File: src/rtl/data_sync_pkg.sv
// Shared constants and helpers for the strobe-qualified data synchroniser FIFO.
// Capture-mode selectors and a width helper usable in parameter/port declarations.
package data_sync_pkg;

    localparam int MODE_LEVEL = 0;
    localparam int MODE_EDGE  = 1;

    // Smallest n with 2**n >= value; constant-evaluable for port widths.
    function automatic int clog2(input int value);
        int result;
        result = 0;
        while ((1 << result) < value) begin
            result = result + 1;
        end
        return result;
    endfunction

endpackage

File: src/rtl/sync_fifo_core.sv
// Single-clock show-ahead FIFO: storage, wrapping pointers and an occupancy count.
// Full/empty come from the count so pointer equality never needs disambiguation.
module sync_fifo_core
    import data_sync_pkg::*;
#(
    parameter int WIDTH = 8,
    parameter int DEPTH = 4
) (
    input  logic                   clk,
    input  logic                   rst,
    input  logic                   wr,
    input  logic [WIDTH-1:0]       wdata,
    input  logic                   rd,
    output logic [WIDTH-1:0]       rdata,
    output logic                   empty,
    output logic                   full,
    output logic [clog2(DEPTH):0]  level
);

    localparam int AW = clog2(DEPTH);
    localparam int LW = AW + 1;

    logic [WIDTH-1:0] mem [DEPTH];
    logic [AW-1:0]    wr_ptr;
    logic [AW-1:0]    rd_ptr;
    logic             do_push;
    logic             do_pop;

    always_comb begin
        empty   = (level == '0);
        full    = (level == LW'(DEPTH));
        do_pop  = rd & ~empty;
        // A push into a full FIFO is only accepted when a pop frees the slot this cycle.
        do_push = wr & (~full | do_pop);
    end

    always_ff @(posedge clk) begin
        if (rst) begin
            wr_ptr <= '0;
            rd_ptr <= '0;
            level  <= '0;
        end else begin
            if (do_push) begin
                wr_ptr <= wr_ptr + AW'(1);
            end
            if (do_pop) begin
                rd_ptr <= rd_ptr + AW'(1);
            end
            case ({do_push, do_pop})
                2'b10:   level <= level + LW'(1);
                2'b01:   level <= level - LW'(1);
                default: level <= level;
            endcase
        end
    end

    // Storage is deliberately left unreset; the top masks the head while empty.
    always_ff @(posedge clk) begin
        if (do_push) begin
            mem[wr_ptr] <= wdata;
        end
    end

    assign rdata = mem[rd_ptr];

endmodule

File: src/rtl/data_sync_fifo.sv
// Bundled-data receiver: synchronises an asynchronous strobe, captures the qualified
// word into a small FIFO and presents it to the consumer with a valid/ack handshake.
module data_sync_fifo
    import data_sync_pkg::*;
#(
    parameter int WIDTH       = 8,
    parameter int SYNC_STAGES = 2,
    parameter int DEPTH       = 4,
    parameter int EDGE_MODE   = MODE_EDGE
) (
    input  logic                   clk,
    input  logic                   rst,
    input  logic [WIDTH-1:0]       din,
    input  logic                   dready_i,
    output logic [WIDTH-1:0]       dout,
    output logic                   dready_o,
    input  logic                   dack_i,
    output logic [clog2(DEPTH):0]  level,
    output logic                   overflow
);

    logic [SYNC_STAGES-1:0] sync_q;
    logic                   sync_d;
    logic                   synced;
    logic                   wr;
    logic                   rd;
    logic                   empty;
    logic                   full;
    logic [WIDTH-1:0]       head;

    assign synced = sync_q[SYNC_STAGES-1];

    always_ff @(posedge clk) begin
        if (rst) begin
            sync_q <= '0;
            sync_d <= 1'b0;
        end else begin
            sync_q <= {sync_q[SYNC_STAGES-2:0], dready_i};
            sync_d <= synced;
        end
    end

    always_comb begin
        if (EDGE_MODE == MODE_EDGE) begin
            wr = synced & ~sync_d;
        end else begin
            wr = synced;
        end
        rd = dack_i & ~empty;
    end

    sync_fifo_core #(
        .WIDTH (WIDTH),
        .DEPTH (DEPTH)
    ) u_core (
        .clk   (clk),
        .rst   (rst),
        .wr    (wr),
        .wdata (din),
        .rd    (rd),
        .rdata (head),
        .empty (empty),
        .full  (full),
        .level (level)
    );

    // Sticky until reset: only a push that the core had to refuse counts as a drop.
    always_ff @(posedge clk) begin
        if (rst) begin
            overflow <= 1'b0;
        end else if (wr & full & ~rd) begin
            overflow <= 1'b1;
        end
    end

    assign dready_o = ~empty;
    assign dout     = empty ? '0 : head;

endmodule

File: config.mk
export PLATFORM = sky130hd
export DESIGN_NAME = data_sync_fifo
export DESIGN_NICKNAME = d
export VERILOG_FILES = /design/src/rtl/data_sync_pkg.sv /design/src/rtl/sync_fifo_core.sv /design/src/rtl/data_sync_fifo.sv
export SDC_FILE = /design/constraint.sdc
export NUM_CORES = 1
export LEC_CHECK = 0
export CORE_MARGIN = 3
export CORE_UTILIZATION = 27
export CTS_CLUSTER_DIAMETER = 120
export DETAILED_ROUTE_END_ITERATION = 10
export REMOVE_ABC_BUFFERS = 1
export SLEW_MARGIN = 10
export SYNTH_ARGS = -nofsm -noshare
export SYNTH_HDL_FRONTEND = slang
export SYNTH_SLANG_ARGS = --single-unit
export TNS_END_PERCENT = 50
File: constraint.sdc
create_clock -name clk -period 2.62 [get_ports clk]
set_input_delay 0.524 -clock clk [delete_from_list [all_inputs] [get_ports clk]]
set_output_delay 0.524 -clock clk [all_outputs]
set_load 0.005 [all_outputs]
==> flow_metrics.tcl, run 1 <==
set metrics [dict create \
    cts_resized 0 \
    rsz0062_at_grt "no" \
    cp_cell_sequence "or3_1 > and2_1 > clkdlybuf4s50_1" \
    max_slew_margin 0.6560 \
    port_buffers 24 \
    reg2regPathDepth 5 \
    grt_pass1_wl_mm 5.326 \
    chipWidth_um 88.99 \
    fin_crit_sh 0.9411 \
    antenna_cells 0 \
    globalRouteTotalUtil 0.09173 \
    netlist_instances 121 \
    max_freq_mhz 405.6 \
    fin_setup_tns_ns 0 \
    num_rows 29 \
    numCtsBuffers 5 \
    dp_hpwl_mm 2.302 \
    initial_core_util 0.2863 \
    whs_path_depth 1 \
    path_max_fanout 12 \
    gr-total-overflow 0 \
    place_congestion 0.7898 \
    yosys_most_used_dff "edfxtp_1" \
    die_y_um 88.99 \
    syn_to_final_growth_pct 23.08 \
    period_minus_slack_ns 2.466 \
    cts_setup_buffers 0 \
    path_class "reg -> out" \
    r2r_slack_ns 0.34 \
    slew_viol_final 0 \
    cts_hold_buffers 0 \
    cts_num_sinks 45 \
    cts_tree "built" \
    arrival_ns 1.94 \
    status "completed" \
    nNetsFinal 165 \
    grt_max_degree 15 \
    max_stage_delay_ns 0.58 \
    powerDensity_mw_per_mm2 599.2 \
    ys_warn_count 0 \
    coreArea_mm2 0.006495 \
    synth_top_area_share 0.5168 \
    synth_edf_count 32 \
    yosys.area.top_type "edfxtp_1" \
    clock_latency_ns 0.29 \
    antenna_found_initial 0 \
    synthTopCellsByCount "32 x edfxtp_1, 13 x dfxtp_1, 12 x and2_1" \
    clockBufferDepth 2 \
    totalWireLength_mm 3.308 \
    drive_above_1_share 0.1477 \
    setup_violations 0 \
    synth_area_mm2 0.001859 \
    die-area_mm2 0.007918 \
    p_leak_nw 0.7506 \
    synth_most_common_cell "edfxtp_1" \
    r2r_start "u_core.level[2]$_SDFFE_PP0P_" \
    drtPass1Iterations 4 \
    worst_hold_path_type "reg -> reg" \
    r2r_end "u_core.level[2]$_SDFFE_PP0P_" \
    critPathLaunchType "flop" \
    async_reset_ff_frac 0 \
    holdPathEnd "sync_q[1]$_SDFF_PP0_" \
    io_pins 25 \
    worst_slew_pin_slew_ns 0.5145 \
    skew_ns 0.005299 \
    fillers 605 \
    ys_types 30 \
    whs_ns 0.4600 \
    clk_pin_slew_worst_paths_ns 0.08 \
    drc_errors 0 \
    cts_max_level 2 \
    endpoint_kind "output port" \
    synth_area_leaders "edfxtp_1 52%, dfxtp_1 14%, mux4_2 9.7%" \
    grt_pass1_vias 1087 \
    hp-start "sync_q[0]$_SDFF_PP0_" \
    ys_seq_area_frac 0.6568 \
    drtIter0Drc 74 \
    max-cap-violations 0 \
    cts_root_buf "clkbuf_8" \
    postRouteAntennaNets 0 \
    via_count 1047 \
    hold_viol 0 \
    worstPathRequired_ns 2.10 \
    ir_drop_uv 245.4 \
    wl_per_cell_um 14.64 \
    ys_seq_elements 45 \
    slowest_stage "or3_1" \
    avgSynthCellArea_um2 15.37 \
    via_per_inst 4.633 \
]
-- per-layer routing --
layer / share of wire / track usage / vias to the layer above / wire (um)
li1: - / - / 487 / -
met2: 0.45 / 0.1417 / 35 / 1484
met5: 0 / 0 / - / 0
met4: 0.017 / 0.02436 / 0 / 55
met3: 0.069 / 0.04147 / 6 / 229
met1: 0.47 / 0.1176 / 519 / 1539
-- placed cells by master, fill, tap and decap left out, types with 2 or more instances in the layout --
master and count:
edfxtp_1 32, inv_1 6, clkdlybuf4s50_1 24, mux4_2 8, nor2b_1 3, mux2i_1 2
and2_1 12, o21ai_0 2, xor2_1 2, buf_4 2, ha_1 4, nor2_1 9
nand2_1 4, a21oi_1 2, nand3_1 3, clkbuf_8 5, dfxtp_1 13
-- layout make-up --
type / count / area [um^2] / area share
tap: 77 / 96.34 / 0.04210
timing repair buffer: 26 / 255.2 / 0.1115
sequential: 45 / 1221 / 0.5336
clock buffer: 5 / 68.82 / 0.03007
inverter: 6 / 22.52 / 0.009841
multi-input combinational: 64 / 583.1 / 0.2548
clock inverter: 3 / 41.29 / 0.01804
-- registers in the layout (all words and copies together) (netlist names), named ones only --
signal	cells
u_core.level	3
sync_d	1
u_core.mem	32
u_core.rd_ptr	2
sync_q	2
u_core.wr_ptr	2
overflow	1
-- power breakdown --
part	total (mW)	switching [mW]	internal, mW
clock	0.506	0.225	0.281
combinational	0.0883	0.0405	0.0478
sequential	0.777	0.00612	0.771
total	1.37	0.272	1.10
-- through the flow --
stage,total power [mW],cell area (um^2),utilization,cells,setup WS [ns]
2_1_floorplan,0.8318,1827,-,115,0.6829
3_3_place_gp,0.8784,2178,0.3354,218,0.2198
3_5_place_dp,0.8834,2178,0.3354,218,0.07648
4_1_cts,1.388,2288,0.3523,226,0.1247
5_1_grt,1.435,2288,0.3523,226,0.02436
6_report,1.371,2288,0.3523,226,0.1543
-- how the worst max path moves through the flow --
stage                                   end                    startpoint  cells past startpoint
2_1_floorplan  u_core.level[2]$_SDFFE_PP0P_  u_core.level[2]$_SDFFE_PP0P_                      5
3_3_place_gp   u_core.level[2]$_SDFFE_PP0P_                        dack_i                      5
3_5_place_dp   u_core.level[2]$_SDFFE_PP0P_                        dack_i                      5
4_1_cts                             dout[0]                          flop                      4
5_1_grt                             dout[4]  u_core.level[2]$_SDFFE_PP0P_                      3
6_report                            dout[3]  u_core.level[2]$_SDFFE_PP0P_                      3
-- worst max-delay path: cells and delay by family (launching register included) --
family | cells | cell delay, ns
AND/OR/NAND/NOR | 2 | 0.79
flip-flops | 1 | 0.40
buffers and inverters | 1 | 0.45
-- cell families after synthesis --
logic type,share of synthesized area
flip-flops,0.6568
multiplexers,0.1077
AND/OR/NAND/NOR,0.1036
buffers and inverters,0.02961
XOR/XNOR,0.02289
AO/OA/AOI/OAI,0.04173
adder cells (fa/ha/maj),0.03769
Power figures use the tool's default switching activity.
==> inputs of run 2 (changes only) <==
- TNS_END_PERCENT: 50 -> 1
==> results of run 2 <==
Final layout, timing and power as in run 1 (identical DEF).
==> inputs of run 3 (changes only) <==
- TNS_END_PERCENT: 1 -> 100
==> results of run 3 <==
Final layout, timing and power as in run 1 (identical DEF).
